`config.mk`:
```
export PLATFORM = sky130hd
export DESIGN_NAME = bsg_sync_sync_filtered_flat
export DESIGN_NICKNAME = d
export VERILOG_FILES = /design/src/rtl/bsg_sync_sync_filtered_if.sv /design/src/rtl/bsg_sync_sync_filtered.sv /design/src/flat_wrapper.sv
export SDC_FILE = /design/constraint.sdc
export NUM_CORES = 1
export LEC_CHECK = 0
export CAP_MARGIN = 10
export CORE_MARGIN = 8
export CORE_UTILIZATION = 35
export DETAILED_ROUTE_END_ITERATION = 7
export PLACE_DENSITY = 0.58
export SYNTH_ARGS = -nofsm -noshare
export SYNTH_HDL_FRONTEND = slang
export SYNTH_SLANG_ARGS = --single-unit
```
`constraint.sdc`:
```
create_clock -name clk_i -period 2.4 [get_ports clk_i]
set_input_delay 0.24 -clock clk_i [delete_from_list [all_inputs] [get_ports clk_i]]
set_output_delay 0.24 -clock clk_i [all_outputs]
set_load 0.005 [all_outputs]
```
`src/rtl/bsg_sync_sync_filtered_if.sv`:
```
// Data crossing bundle for bsg_sync_sync_filtered.
// The master drives the source data; the slave (the synchronizer) returns the filtered result.
interface bsg_sync_sync_filtered_if #(
  parameter int width_p = 16
);
  logic [width_p-1:0] iclk_data_i;
  logic [width_p-1:0] oclk_data_o;
  logic               changed_o;
  logic               pending_o;

  modport master (output iclk_data_i, input oclk_data_o, changed_o, pending_o);
  modport slave  (input iclk_data_i, output oclk_data_o, changed_o, pending_o);
endinterface

```
`src/rtl/bsg_sync_sync_filtered.sv`:
```
// Multi-stage synchronizer with a stability filter: a synchronized value is committed
// to the output only after it has held for stable_cycles_p consecutive destination edges.
module bsg_sync_sync_filtered #(
  parameter int                 width_p         = 16,
  parameter int                 num_stages_p    = 2,
  parameter int                 stable_cycles_p = 2,
  parameter logic [width_p-1:0] reset_val_p     = '0
) (
  input logic                     clk_i,
  input logic                     reset_i,
  bsg_sync_sync_filtered_if.slave bus
);

  localparam int cnt_w = $clog2(stable_cycles_p + 1);

  if (num_stages_p < 2 || num_stages_p > 4) begin : g_bad_stages
    $error("bsg_sync_sync_filtered: num_stages_p must be in 2..4");
  end
  if (stable_cycles_p < 1 || stable_cycles_p > 255) begin : g_bad_stable
    $error("bsg_sync_sync_filtered: stable_cycles_p must be in 1..255");
  end

  typedef enum logic {IDLE, QUALIFY} state_t;

  localparam logic [cnt_w-1:0] stable_c = cnt_w'(stable_cycles_p);
  localparam logic [cnt_w-1:0] one_c    = cnt_w'(1);

  (* async_reg = "true" *) logic [width_p-1:0] sync_r [num_stages_p];

  logic [width_p-1:0] synced;
  logic [width_p-1:0] cand_r;
  logic [width_p-1:0] data_r;
  logic [cnt_w-1:0]   cnt_r;
  logic [cnt_w-1:0]   cnt_inc;
  logic               changed_r;
  state_t             state_r;

  // Plain flop chain: nothing may sit between stages.
  always_ff @(posedge clk_i) begin
    if (reset_i) begin
      for (int k = 0; k < num_stages_p; k++) sync_r[k] <= reset_val_p;
    end else begin
      sync_r[0] <= bus.iclk_data_i;
      for (int k = 1; k < num_stages_p; k++) sync_r[k] <= sync_r[k-1];
    end
  end

  assign synced  = sync_r[num_stages_p-1];
  assign cnt_inc = cnt_r + one_c;

  always_ff @(posedge clk_i) begin
    if (reset_i) begin
      state_r   <= IDLE;
      cnt_r     <= '0;
      cand_r    <= reset_val_p;
      data_r    <= reset_val_p;
      changed_r <= 1'b0;
    end else begin
      changed_r <= 1'b0;
      case (state_r)
        IDLE: begin
          if (synced != data_r) begin
            if (stable_cycles_p == 1) begin
              data_r    <= synced;
              changed_r <= 1'b1;
            end else begin
              cand_r  <= synced;
              cnt_r   <= one_c;
              state_r <= QUALIFY;
            end
          end
        end
        QUALIFY: begin
          if (synced == data_r) begin
            cnt_r   <= '0;
            state_r <= IDLE;
          end else if (synced != cand_r) begin
            // A different value arrived mid-qualification: restart on it.
            cand_r <= synced;
            cnt_r  <= one_c;
          end else if (cnt_inc == stable_c) begin
            data_r    <= synced;
            changed_r <= 1'b1;
            cnt_r     <= '0;
            state_r   <= IDLE;
          end else begin
            cnt_r <= cnt_inc;
          end
        end
        default: state_r <= IDLE;
      endcase
    end
  end

  assign bus.oclk_data_o = data_r;
  assign bus.changed_o   = changed_r;
  assign bus.pending_o   = (synced != data_r);

endmodule

```
`src/flat_wrapper.sv`:
```
// flat-port wrapper written by rule: the top's interface ports become plain ports
module bsg_sync_sync_filtered_flat 
#(
  parameter int                 width_p         = 16,
  parameter int                 num_stages_p    = 2,
  parameter int                 stable_cycles_p = 2,
  parameter logic [width_p-1:0] reset_val_p     = '0
)
  (clk_i, reset_i, bus_iclk_data_i, bus_oclk_data_o, bus_changed_o, bus_pending_o);
  bsg_sync_sync_filtered_if #(.width_p(width_p)) bus_i ();
  input logic clk_i;
  input logic reset_i;
  input wire logic [$bits(bus_i.iclk_data_i)-1:0] bus_iclk_data_i;
  output wire logic [$bits(bus_i.oclk_data_o)-1:0] bus_oclk_data_o;
  output wire logic [$bits(bus_i.changed_o)-1:0] bus_changed_o;
  output wire logic [$bits(bus_i.pending_o)-1:0] bus_pending_o;
  assign bus_i.iclk_data_i = bus_iclk_data_i;
  assign bus_oclk_data_o = bus_i.oclk_data_o;
  assign bus_changed_o = bus_i.changed_o;
  assign bus_pending_o = bus_i.pending_o;
  bsg_sync_sync_filtered #(.width_p(width_p), .num_stages_p(num_stages_p), .stable_cycles_p(stable_cycles_p), .reset_val_p(reset_val_p)) u_core (.clk_i(clk_i), .reset_i(reset_i), .bus(bus_i));
endmodule
```
-- After elaboration in Yosys (flattened, before gate mapping)
Memories as Yosys holds them, arrays and structs flattened.
Cells that the tools add are included.
- add/sub/neg operators: 1
- eq/ne operators: 7
- muxes and demuxes: 20
- bitwise gates (word level): 5
- reductions and logical operators: 3
- operator list (kind ; count):
    $mux 16 ; 5
    $ne 16x16->1 ; 2
    $pmux 16 s2 ; 1
    $eq 16x16->1 ; 1
    $mux 1 ; 8
    $mux 2 ; 4
    $ne 2x2->1 const B ; 3
    $pmux 2 s2 ; 1
    $reduce_and 4->1 ; 1
    $reduce_or 4->1 ; 1
    $not 1->1 ; 3
    $reduce_and 3->1 ; 1
    $add 2x1->2 const B ; 1
    $eq 2x2->1 const B ; 1
    $or 1x1->1 ; 2
    $pmux 1 s2 ; 1
- bits in registers: 36
- memory bits (writable): 32
- bits of input ports: 18
- output and inout bits: 18
- word-level logic and storage cells: 42
- memories: 1
- memory list (name ; words ; bits a word ; rd ports ; clocked after Yosys merged registers in ; wr ports ; line ; text):
    u_core.sync_r ; 2 ; 16 ; 2 ; 0 ; 2 ; bsg_sync_sync_filtered.sv:28 ; (* async_reg = "true" *) logic [width_p-1:0] sync_r [num_stages_p];

-- Depth between registers and ports, before layout
Gate-level depths: netlist of the first run.
- depth after elaboration: 6
- mapped depth: 6
- gate-level depth less buffers: 5

-- Worst setup path after synthesis of the first run
OpenSTA, ideal clock, no wires.
- kind: reg2reg
- start point: register u_core.data_r[7] (netlist: u_core.bus.oclk_data_o[7])
- end point: register u_core.cnt_r[1]
- setup time: 0.103 ns
- arrival: 1.566 ns
- slack: 0.731 ns
- cell stages (with the launch flop): 6
- clock period less this slack: 1.669 ns
- path through: dfxtp_1 -> xor2_1 -> nor4_2 -> nand4_4 -> a21boi_4 -> a2111oi_2
- elaborated cells between the ends (all ways): 5
- those cells by class: eq/ne: 3; mux: 2
- RTL lines (what ; line ; text):
    from (decl) ; bsg_sync_sync_filtered.sv:32 ; logic [width_p-1:0] data_r;
    from (signal assigned) ; bsg_sync_sync_filtered.sv:56 ; data_r <= reset_val_p;
    from (signal assigned) ; bsg_sync_sync_filtered.sv:64 ; data_r <= synced;
    from (signal assigned) ; bsg_sync_sync_filtered.sv:82 ; data_r <= synced;
    $ne 16x16->1 ; - ;
    via bus_pending_o ; flat_wrapper.sv:16 ; output wire logic [$bits(bus_i.pending_o)-1:0] bus_pending_o;
    $ne 2x2->1 (no line) ; - ;
    to (signal assigned) ; bsg_sync_sync_filtered.sv:68 ; cnt_r <= one_c;
    to (signal assigned) ; bsg_sync_sync_filtered.sv:80 ; cnt_r <= one_c;
    to (signal assigned) ; bsg_sync_sync_filtered.sv:87 ; cnt_r <= cnt_inc;
    to (decl) ; bsg_sync_sync_filtered.sv:33 ; logic [cnt_w-1:0] cnt_r;
The timed path passes the listed nets, and every way through them passes these cells.
A chain may end at the register's enable or synchronous reset.

==> results of run 1 <==
==> layout by cell type, fill, tap and decap left out <==
cell type                         synthesis  layout
sky130_fd_sc_hd__dfxtp_1                 68      68
sky130_fd_sc_hd__nand2b_1                48      48
sky130_fd_sc_hd__clkdlybuf4s50_1          0      34
sky130_fd_sc_hd__xor2_1                  32      32
sky130_fd_sc_hd__mux2i_1                 32      32
sky130_fd_sc_hd__nor2b_1                 32      32
sky130_fd_sc_hd__clkbuf_8                 0       9
sky130_fd_sc_hd__nor4_2                   6       5
sky130_fd_sc_hd__nor4_1                   3       3
sky130_fd_sc_hd__nand2_1                  2       2
sky130_fd_sc_hd__nor2_1                   2       2
sky130_fd_sc_hd__or2b_1                   2       2
sky130_fd_sc_hd__inv_1                    2       2
sky130_fd_sc_hd__o21ai_0                  2       2
sky130_fd_sc_hd__a21oi_1                  2       2
sky130_fd_sc_hd__clkbuf_1                 9       2
sky130_fd_sc_hd__clkinv_2                 0       2
sky130_fd_sc_hd__nor4_4                   0       1
sky130_fd_sc_hd__nand4_4                  1       1
sky130_fd_sc_hd__and4_4                   1       1
sky130_fd_sc_hd__nand3_4                  1       1
sky130_fd_sc_hd__a21boi_4                 1       1
sky130_fd_sc_hd__nand4_1                  1       1
sky130_fd_sc_hd__a2111oi_2                1       1
sky130_fd_sc_hd__bufinv_16                0       1
sky130_fd_sc_hd__buf_2                    0       1
sky130_fd_sc_hd__buf_4                    0       1
sky130_fd_sc_hd__buf_12                   0       1
==> timing repair <==
item / in CTS / in global routing
setup endpoints to repair: 0 / 1
buffers inserted: 0 / 0
resized for setup: 0 / 1
==> kinds of logic after synthesis <==
group / count (synthesis) / share of synthesized area [%]
AOI/OAI and AO/OA: 6 / 1.95
buffers and inverters: 13 / 2.31
xor gates and xnor gates: 32 / 10.2
muxes: 32 / 11.6
DFF: 68 / 49.3
and+or+nand+nor: 99 / 24.7
==> layer usage <==
metal	share of wire (%)	vias up	track usage, %
met5	0	-	0
met4	2.4	0	6.42
met3	3.1	9	2.76
met2	45	25	14.6
met1	49	773	12.0
li1	-	890	-
==> worst min path at each step <==
| stage | start | to | slack [ns] | cells past startpoint |
|---|---|---|---|---|
| finish | reset_i | u_core.sync_r[0][18] | 0.28 | 2 |
| global route | reset_i | u_core.sync_r[0][2] | 0.27 | 2 |
| CTS | reset_i | u_core.sync_r[0][18] | 0.26 | 2 |
| detailed placement | u_core.sync_r[0][14] | u_core.sync_r[0][30] | 0.42 | 1 |
| global placement | u_core.sync_r[0][3] | u_core.sync_r[0][19] | 0.42 | 1 |
| floorplan | bus_iclk_data_i[0] | u_core.sync_r[0][0] | 0.37 | 1 |
==> layout make-up <==
class	instances	area (um2)	area share, %
Timing Repair Buffer	37	373	11.0
Inverter	2	7.51	0.222
Tap cell	102	128	3.77
Sequential cell	68	1360	40.2
Clock inverter	3	40.0	1.18
Multi-Input combinational cell	169	1340	39.7
Clock buffer	11	131	3.88
==> worst register-to-register path, delay by kind of cell, from the launching register on <==
family	cells	cell delay [ns]
compound gates	2	0.67
simple gates	2	0.65
flops	1	0.35
xor+xnor	1	0.18
==> stage by stage <==
step	instances	hold WS, ns
floorplan	250	0.368
global placement	378	0.419
detailed placement	378	0.422
CTS	392	0.257
global route	392	0.266
finish	392	0.276
==> power breakdown <==
group / internal [uW] / switching, uW
clock: 466 / 385
sequential: 1170 / 25.2
combinational: 112 / 95.8
==> state kept, by name, indices dropped and copies added, names as in the netlist <==
signal / count
u_core.cand_r: 16
u_core.cnt_r: 2
u_core.bus.oclk_data_o: 16
u_core.bus.changed_o: 1
u_core.state_r: 1
u_core.sync_r: 32
==> flow_summary.html, run 1 <==
<table>
<tr><th>Metric</th><th>Value</th></tr>
<tr><th colspan="2">Job</th></tr>
<tr><td>Max-Cap Viols</td><td>0</td></tr>
<tr><th colspan="2">Setup path</th></tr>
<tr><td>Required arrival time at the worst endpoint</td><td>2.16 ns</td></tr>
<tr><td>Critical-path cell list</td><td>xor2_1, nor4_2, nand4_4, clkdlybuf4s50_1</td></tr>
<tr><td>Delay of the slowest cell on the worst path</td><td>0.51 ns</td></tr>
<tr><td>Reg-to-reg critical path endpoint</td><td>u_core.cnt_r[1]</td></tr>
<tr><td>Worst R2R Start</td><td>u_core.sync_r[0][16]</td></tr>
<tr><td>Crit. Startpoint</td><td>u_core.sync_r[0][16]</td></tr>
<tr><td>Worst endpoint data arrival time</td><td>2.01 ns</td></tr>
<tr><td>Number of buffers and inverters on the critical path</td><td>1</td></tr>
<tr><td>Crit. End Element</td><td>output port</td></tr>
<tr><td>Worst-path maximum fanout</td><td>8</td></tr>
<tr><td>End of the critical path</td><td>bus_pending_o</td></tr>
<tr><td>Reg2reg setup slack</td><td>roughly 0.46 ns</td></tr>
<tr><td>Path length in cells of the critical path</td><td>4</td></tr>
<tr><td>Kind of cell adding the most delay to the critical path</td><td>simple AND/OR/NAND/NOR gates</td></tr>
<tr><td>Slowest stage cell on the critical path</td><td>sky130_fd_sc_hd__clkdlybuf4s50_1</td></tr>
<tr><td>Crit start category</td><td>flip-flop</td></tr>
<tr><td>Number of cells on the worst reg-to-reg path</td><td>5</td></tr>
<tr><td>Worst setup path class</td><td>flip-flop to output port</td></tr>
<tr><th colspan="2">Clock network</th></tr>
<tr><td>Hold Buf Count CTS</td><td>0</td></tr>
<tr><td>Total clock buffers created by CTS</td><td>9</td></tr>
<tr><td>TritonCTS Sinks</td><td>68</td></tr>
<tr><td>Clock transition at the registers of the reported paths</td><td>0.07 ns</td></tr>
<tr><td>Deepest clock path buffer count</td><td>2</td></tr>
<tr><td>H-tree Lvls</td><td>3</td></tr>
<tr><td>TritonCTS clock tree</td><td>yes</td></tr>
<tr><td>Worst-Skew Late Latency</td><td>0.33 ns</td></tr>
<tr><td>Cell at the root of the clock tree</td><td>sky130_fd_sc_hd__clkbuf_8</td></tr>
<tr><th colspan="2">Synth</th></tr>
<tr><td>Leading cell types by count after synthesis</td><td>68 x sky130_fd_sc_hd__dfxtp_1, 48 x sky130_fd_sc_hd__nand2b_1, 32 x sky130_fd_sc_hd__mux2i_1, 32 x sky130_fd_sc_hd__nor2b_1, 32 x sky130_fd_sc_hd__xor2_1</td></tr>
<tr><td>Ranking of synthesized cells by area</td><td>sky130_fd_sc_hd__dfxtp_1 49%, sky130_fd_sc_hd__mux2i_1 12%, sky130_fd_sc_hd__nand2b_1 11%</td></tr>
<tr><td>Total of warnings raised by yosys</td><td>0</td></tr>
<tr><td>Cells after Synth</td><td>250</td></tr>
<tr><td>Post-synthesis sequential area ratio</td><td>between 40% and 50%</td></tr>
<tr><td>Count of state elements after synthesis</td><td>68</td></tr>
<tr><td>Fraction of registers with async set/reset</td><td>0%</td></tr>
<tr><td>Number of enable flip-flop cells after synthesis</td><td>0</td></tr>
<tr><td>Cell accounting for the most synthesized area</td><td>sky130_fd_sc_hd__dfxtp_1</td></tr>
<tr><td>Post-synthesis net count</td><td>~270</td></tr>
<tr><td>Avg Synthesized Cell Area</td><td>around 11 um2</td></tr>
<tr><td>Syn Std Cell Area</td><td>approximately 2800 um2</td></tr>
<tr><td>Synth Flop Type</td><td>sky130_fd_sc_hd__dfxtp_1</td></tr>
<tr><td>Yosys top cell area share</td><td>49.3%</td></tr>
<tr><td>Number of unique standard cell types used by synthesis</td><td>21</td></tr>
<tr><td>Most frequent cell after synthesis</td><td>sky130_fd_sc_hd__dfxtp_1</td></tr>
<tr><th colspan="2">Floorplanning</th></tr>
<tr><td>Initial core utilization</td><td>35.9%</td></tr>
<tr><td>Number of rows created at floorplan</td><td>32</td></tr>
<tr><td>Core area</td><td>7690 um2</td></tr>
<tr><td>Die Height</td><td>105 um</td></tr>
<tr><td>DIE AREA</td><td>11000 um2</td></tr>
<tr><td>Die width</td><td>about 100 um</td></tr>
<tr><td>Number of top-level pins</td><td>36</td></tr>
<tr><th colspan="2">Route</th></tr>
<tr><td>Count of nets left with antenna violations after detail routing</td><td>0</td></tr>
<tr><td>Avg Vias per Cell</td><td>about 4.3</td></tr>
<tr><td>Routed length per instance</td><td>approximately 13 um</td></tr>
<tr><td>Final wirelength</td><td>4950 um</td></tr>
<tr><td>1st-iter DRT viols</td><td>44</td></tr>
<tr><td>Via count of the routed design</td><td>between 1500 and 2000</td></tr>
<tr><td>Residual DRC</td><td>0</td></tr>
<tr><td>First-pass iteration count of the detailed router</td><td>4</td></tr>
<tr><th colspan="2">Timing</th></tr>
<tr><td>Unrepaired setup endpoints after global routing</td><td>false</td></tr>
<tr><td>Highest clock frequency the design can meet</td><td>between 0.4 and 0.5 GHz</td></tr>
<tr><td>Worst slew margin relative to its limit</td><td>53.9%</td></tr>
<tr><td>Hold Fails Final Rpt</td><td>0</td></tr>
<tr><td>Max Transition Viols Final</td><td>0</td></tr>
<tr><td>Time the final worst path needs with I/O delays and setup</td><td>2.25 ns</td></tr>
<tr><td>Worst Setup Slack, final</td><td>~0.15 ns</td></tr>
<tr><td>Skew final</td><td>0.00922 ns</td></tr>
<tr><td>Count of final setup violators</td><td>0</td></tr>
<tr><td>Worst slew pin tran</td><td>0.690 ns</td></tr>
<tr><td>Share of the clock period used by the worst path after layout</td><td>94.0%</td></tr>
<tr><td>Post-Route Setup TNS</td><td>0 ns</td></tr>
<tr><th colspan="2">Pwr</th></tr>
<tr><td>Power density cells</td><td>665 nW/um2</td></tr>
<tr><td>Worst voltage drop across the vdd grid</td><td>0.000294 V</td></tr>
<tr><td>Static leakage power</td><td>0.00155 uW</td></tr>
<tr><td>Tot Pwr</td><td>~2300 uW</td></tr>
<tr><th colspan="2">Layout</th></tr>
<tr><td>Number of nets in the finished design</td><td>305</td></tr>
<tr><td>P&amp;R area growth vs syn</td><td>22.6%</td></tr>
<tr><td>Count of inserted antenna diode cells</td><td>0</td></tr>
<tr><td>Area of all placed cells without fillers</td><td>~3400 um2</td></tr>
<tr><td>Layout fillers</td><td>754</td></tr>
<tr><td>Proportion of layout cells with a drive suffix above 1</td><td>8.97%</td></tr>
<tr><td>Util after Layout</td><td>44.0%</td></tr>
<tr><th colspan="2">Global routing</th></tr>
<tr><td>Wire length of the first global-routing pass</td><td>8660 um</td></tr>
<tr><td>Total grt overflow</td><td>0</td></tr>
<tr><td>Maximum number of pins on one net before global-route repair</td><td>43</td></tr>
<tr><td>GRT Total Usage</td><td>9.76%</td></tr>
<tr><td>Number of global-route vias before repair</td><td>1775</td></tr>
<tr><td>Initial antenna violation count</td><td>0</td></tr>
<tr><th colspan="2">Place</th></tr>
<tr><td>IO buf count</td><td>35</td></tr>
<tr><td>Cell area after placement</td><td>roughly 3200 um2</td></tr>
<tr><td>Final RePlAce weighted congestion</td><td>~0.67</td></tr>
<tr><td>Post-placement setup slack</td><td>0.361 ns</td></tr>
<tr><td>Total half-perimeter wirelength after legalization and detailed placement</td><td>3470 um</td></tr>
<tr><th colspan="2">Run status</th></tr>
<tr><td>Run status</td><td>finished, final reports clean</td></tr>
<tr><th colspan="2">Worst hold path</th></tr>
<tr><td>Path type of the worst min-delay path</td><td>input port to flip-flop</td></tr>
</table>
Power figures use the tool's default switching activity.
==> inputs of run 2 (changes only) <==
CAP_MARGIN = unset   (was 10)
GPL_ROUTABILITY_DRIVEN = 0   (was unset)
RECOVER_POWER = 50   (was unset)
==> flow_summary.html, run 2 (synthesis results as in run 1) <==
<table>
<tr><th>Metric</th><th>Value</th></tr>
<tr><th colspan="2">Run status</th></tr>
<tr><td>Run status</td><td>finished, final reports clean</td></tr>
<tr><th colspan="2">Clock network</th></tr>
<tr><td>Number of setup buffers added after CTS</td><td>0</td></tr>
<tr><td>Worst-Skew Late Latency</td><td>0.33 ns</td></tr>
<tr><td>Hold Buf Count CTS</td><td>0</td></tr>
<tr><td>Cell at the root of the clock tree</td><td>sky130_fd_sc_hd__clkbuf_8</td></tr>
<tr><td>Deepest clock path buffer count</td><td>2</td></tr>
<tr><td>H-tree Lvls</td><td>3</td></tr>
<tr><td>Clock transition at the registers of the reported paths</td><td>roughly 0.07 ns</td></tr>
<tr><td>TritonCTS clock tree</td><td>yes</td></tr>
<tr><td>TritonCTS Sinks</td><td>68</td></tr>
<tr><td>Total clock buffers created by CTS</td><td>9</td></tr>
<tr><td>Post-cts repair resize count</td><td>0</td></tr>
<tr><th colspan="2">Global routing</th></tr>
<tr><td>Total grt overflow</td><td>0</td></tr>
<tr><td>Initial antenna violation count</td><td>0</td></tr>
<tr><td>Maximum number of pins on one net before global-route repair</td><td>43</td></tr>
<tr><td>Number of global-route vias before repair</td><td>between 1500 and 2000</td></tr>
<tr><td>GRT Total Usage</td><td>9.76%</td></tr>
<tr><td>Wire length of the first global-routing pass</td><td>8660 um</td></tr>
<tr><th colspan="2">Route</th></tr>
<tr><td>Count of nets left with antenna violations after detail routing</td><td>0</td></tr>
<tr><td>Via count of the routed design</td><td>1702</td></tr>
<tr><td>First-pass iteration count of the detailed router</td><td>4</td></tr>
<tr><td>Final wirelength</td><td>4950 um</td></tr>
<tr><td>Routed length per instance</td><td>12.6 um</td></tr>
<tr><td>1st-iter DRT viols</td><td>42</td></tr>
<tr><td>Avg Vias per Cell</td><td>4.34</td></tr>
<tr><td>Residual DRC</td><td>0</td></tr>
<tr><th colspan="2">Timing</th></tr>
<tr><td>Share of the clock period used by the worst path after layout</td><td>93.9%</td></tr>
<tr><td>Highest clock frequency the design can meet</td><td>between 0.4 and 0.5 GHz</td></tr>
<tr><td>Post-Route Setup TNS</td><td>0 ns</td></tr>
<tr><td>Skew final</td><td>0.00931 ns</td></tr>
<tr><td>Worst-case hold slack</td><td>0.392 ns</td></tr>
<tr><td>Count of final setup violators</td><td>0</td></tr>
<tr><td>Time the final worst path needs with I/O delays and setup</td><td>2.25 ns</td></tr>
<tr><td>Worst slew pin tran</td><td>1.49 ns</td></tr>
<tr><td>Unrepaired setup endpoints after global routing</td><td>false</td></tr>
<tr><td>Worst Setup Slack, final</td><td>0.147 ns</td></tr>
<tr><td>Max Transition Viols Final</td><td>0</td></tr>
<tr><td>Worst slew margin relative to its limit</td><td>0.656%</td></tr>
<tr><td>Hold Fails Final Rpt</td><td>0</td></tr>
<tr><th colspan="2">Layout</th></tr>
<tr><td>Number of nets in the finished design</td><td>305</td></tr>
<tr><td>Top library cells by usage in the layout, fill and taps aside</td><td>68 x sky130_fd_sc_hd__dfxtp_1, 48 x sky130_fd_sc_hd__nand2b_1, 32 x sky130_fd_sc_hd__xor2_1, 32 x sky130_fd_sc_hd__mux2i_1, 32 x sky130_fd_sc_hd__nor2b_1</td></tr>
<tr><td>Most common cell after layout, fill and taps aside</td><td>sky130_fd_sc_hd__dfxtp_1</td></tr>
<tr><td>Number of flip-flops in the largest register</td><td>32</td></tr>
<tr><td>Proportion of layout cells with a drive suffix above 1</td><td>7.93%</td></tr>
<tr><td>Area of all placed cells without fillers</td><td>3360 um2</td></tr>
<tr><td>Largest register by flop count</td><td>u_core.sync_r</td></tr>
<tr><td>Count of inserted antenna diode cells</td><td>0</td></tr>
<tr><td>P&amp;R area growth vs syn</td><td>21.8%</td></tr>
<tr><th colspan="2">Floorplanning</th></tr>
<tr><td>Die Height</td><td>about 100 um</td></tr>
<tr><td>DIE AREA</td><td>11000 um2</td></tr>
<tr><td>Number of rows created at floorplan</td><td>32</td></tr>
<tr><td>Initial core utilization</td><td>35.9%</td></tr>
<tr><td>Die width</td><td>105 um</td></tr>
<tr><td>Number of top-level pins</td><td>36</td></tr>
<tr><td>Core area</td><td>roughly 7700 um2</td></tr>
<tr><th colspan="2">Setup path</th></tr>
<tr><td>Worst-path maximum fanout</td><td>8</td></tr>
<tr><td>Worst endpoint data arrival time</td><td>2.01 ns</td></tr>
<tr><td>End of the critical path</td><td>bus_pending_o</td></tr>
<tr><td>Reg-to-reg critical path endpoint</td><td>u_core.cnt_r[1]</td></tr>
<tr><td>Reg2reg setup slack</td><td>0.46 ns</td></tr>
<tr><td>Crit. End Element</td><td>output port</td></tr>
<tr><td>Crit start category</td><td>flip-flop</td></tr>
<tr><td>Number of cells on the worst reg-to-reg path</td><td>5</td></tr>
<tr><td>Required arrival time at the worst endpoint</td><td>2.16 ns</td></tr>
<tr><td>Worst setup path class</td><td>flip-flop to output port</td></tr>
<tr><td>Worst R2R Start</td><td>u_core.sync_r[0][16]</td></tr>
<tr><td>Crit. Startpoint</td><td>u_core.sync_r[0][16]</td></tr>
<tr><th colspan="2">Worst hold path</th></tr>
<tr><td>Path type of the worst min-delay path</td><td>input port to flip-flop</td></tr>
<tr><th colspan="2">Place</th></tr>
<tr><td>Post-placement setup slack</td><td>0.361 ns</td></tr>
<tr><td>IO buf count</td><td>35</td></tr>
<tr><td>Cell area after placement</td><td>roughly 3200 um2</td></tr>
<tr><td>Total half-perimeter wirelength after legalization and detailed placement</td><td>roughly 3500 um</td></tr>
<tr><th colspan="2">Pwr</th></tr>
<tr><td>Worst voltage drop across the vdd grid</td><td>0.000294 V</td></tr>
<tr><td>Tot Pwr</td><td>2250 uW</td></tr>
<tr><td>Static leakage power</td><td>0.00157 uW</td></tr>
<tr><td>Power density cells</td><td>668 nW/um2</td></tr>
<tr><th colspan="2">Job</th></tr>
<tr><td>Max-Cap Viols</td><td>0</td></tr>
</table>
run 2: cell count changes in the layout (fill, tap and decap cells not counted):
cell                              previous run  this run
sky130_fd_sc_hd__buf_2                       1         0
sky130_fd_sc_hd__clkdlybuf4s50_1            34        22
sky130_fd_sc_hd__buf_4                       1         0
sky130_fd_sc_hd__clkbuf_1                    2         5
sky130_fd_sc_hd__buf_12                      1         0
sky130_fd_sc_hd__dlygate4sd3_1               0        12
run 2: worst max-delay path, cell delays in order, from the launching register on:
cell                              delay (ns)
sky130_fd_sc_hd__dfxtp_1                0.35
sky130_fd_sc_hd__xor2_1                 0.18
sky130_fd_sc_hd__nor4_2                 0.42
sky130_fd_sc_hd__nand4_4                0.23
sky130_fd_sc_hd__clkdlybuf4s50_1        0.51
run 2: report_power, final:
group | switching [uW] | total (uW) | internal [uW]
clock network | 385 | 851 | 466
logic | 95.0 | 203 | 108
registers | 25.1 | 1190 | 1170
total | 505 | 2250 | 1740
run 2: how the worst min path moves through the flow:
stage / start / endpoint / slack [ns] / cells past startpoint
after global placement: u_core.sync_r[0][3] / u_core.sync_r[0][19] / 0.42 / 1
final: reset_i / u_core.sync_r[0][18] / 0.39 / 2
after floorplan: bus_iclk_data_i[0] / u_core.sync_r[0][0] / 0.37 / 1
after detailed placement: u_core.sync_r[0][14] / u_core.sync_r[0][30] / 0.42 / 1
after CTS: reset_i / u_core.sync_r[0][18] / 0.26 / 2
after global routing: reset_i / u_core.sync_r[0][2] / 0.41 / 2
run 2: layer usage:
layer | vias to the layer above | wire length, um | track usage, %
li1 | 890 | - | -
met1 | 774 | 2430 | 12.0
met5 | - | 0 | 0
met2 | 28 | 2230 | 14.6
met3 | 10 | 172 | 2.76
met4 | 0 | 119 | 6.42
run 2: metrics by stage:
stage	cells	util [%]
6_report	392	43.8
4_1_cts	392	43.9
5_1_grt	392	43.8
3_3_place_gp	378	41.7
2_1_floorplan	250	-
3_5_place_dp	378	41.7
run 2: layout make-up:
| cell class | count | area, um2 |
|---|---|---|
| fill | 759 | 4320 |
| sequential | 68 | 1360 |
| multi-input combinational | 169 | 1340 |
| timing repair buffer | 37 | 352 |
| clock buffer | 11 | 131 |
| tap | 102 | 128 |
| clock inverter | 3 | 40.0 |
| inverter | 2 | 7.51 |
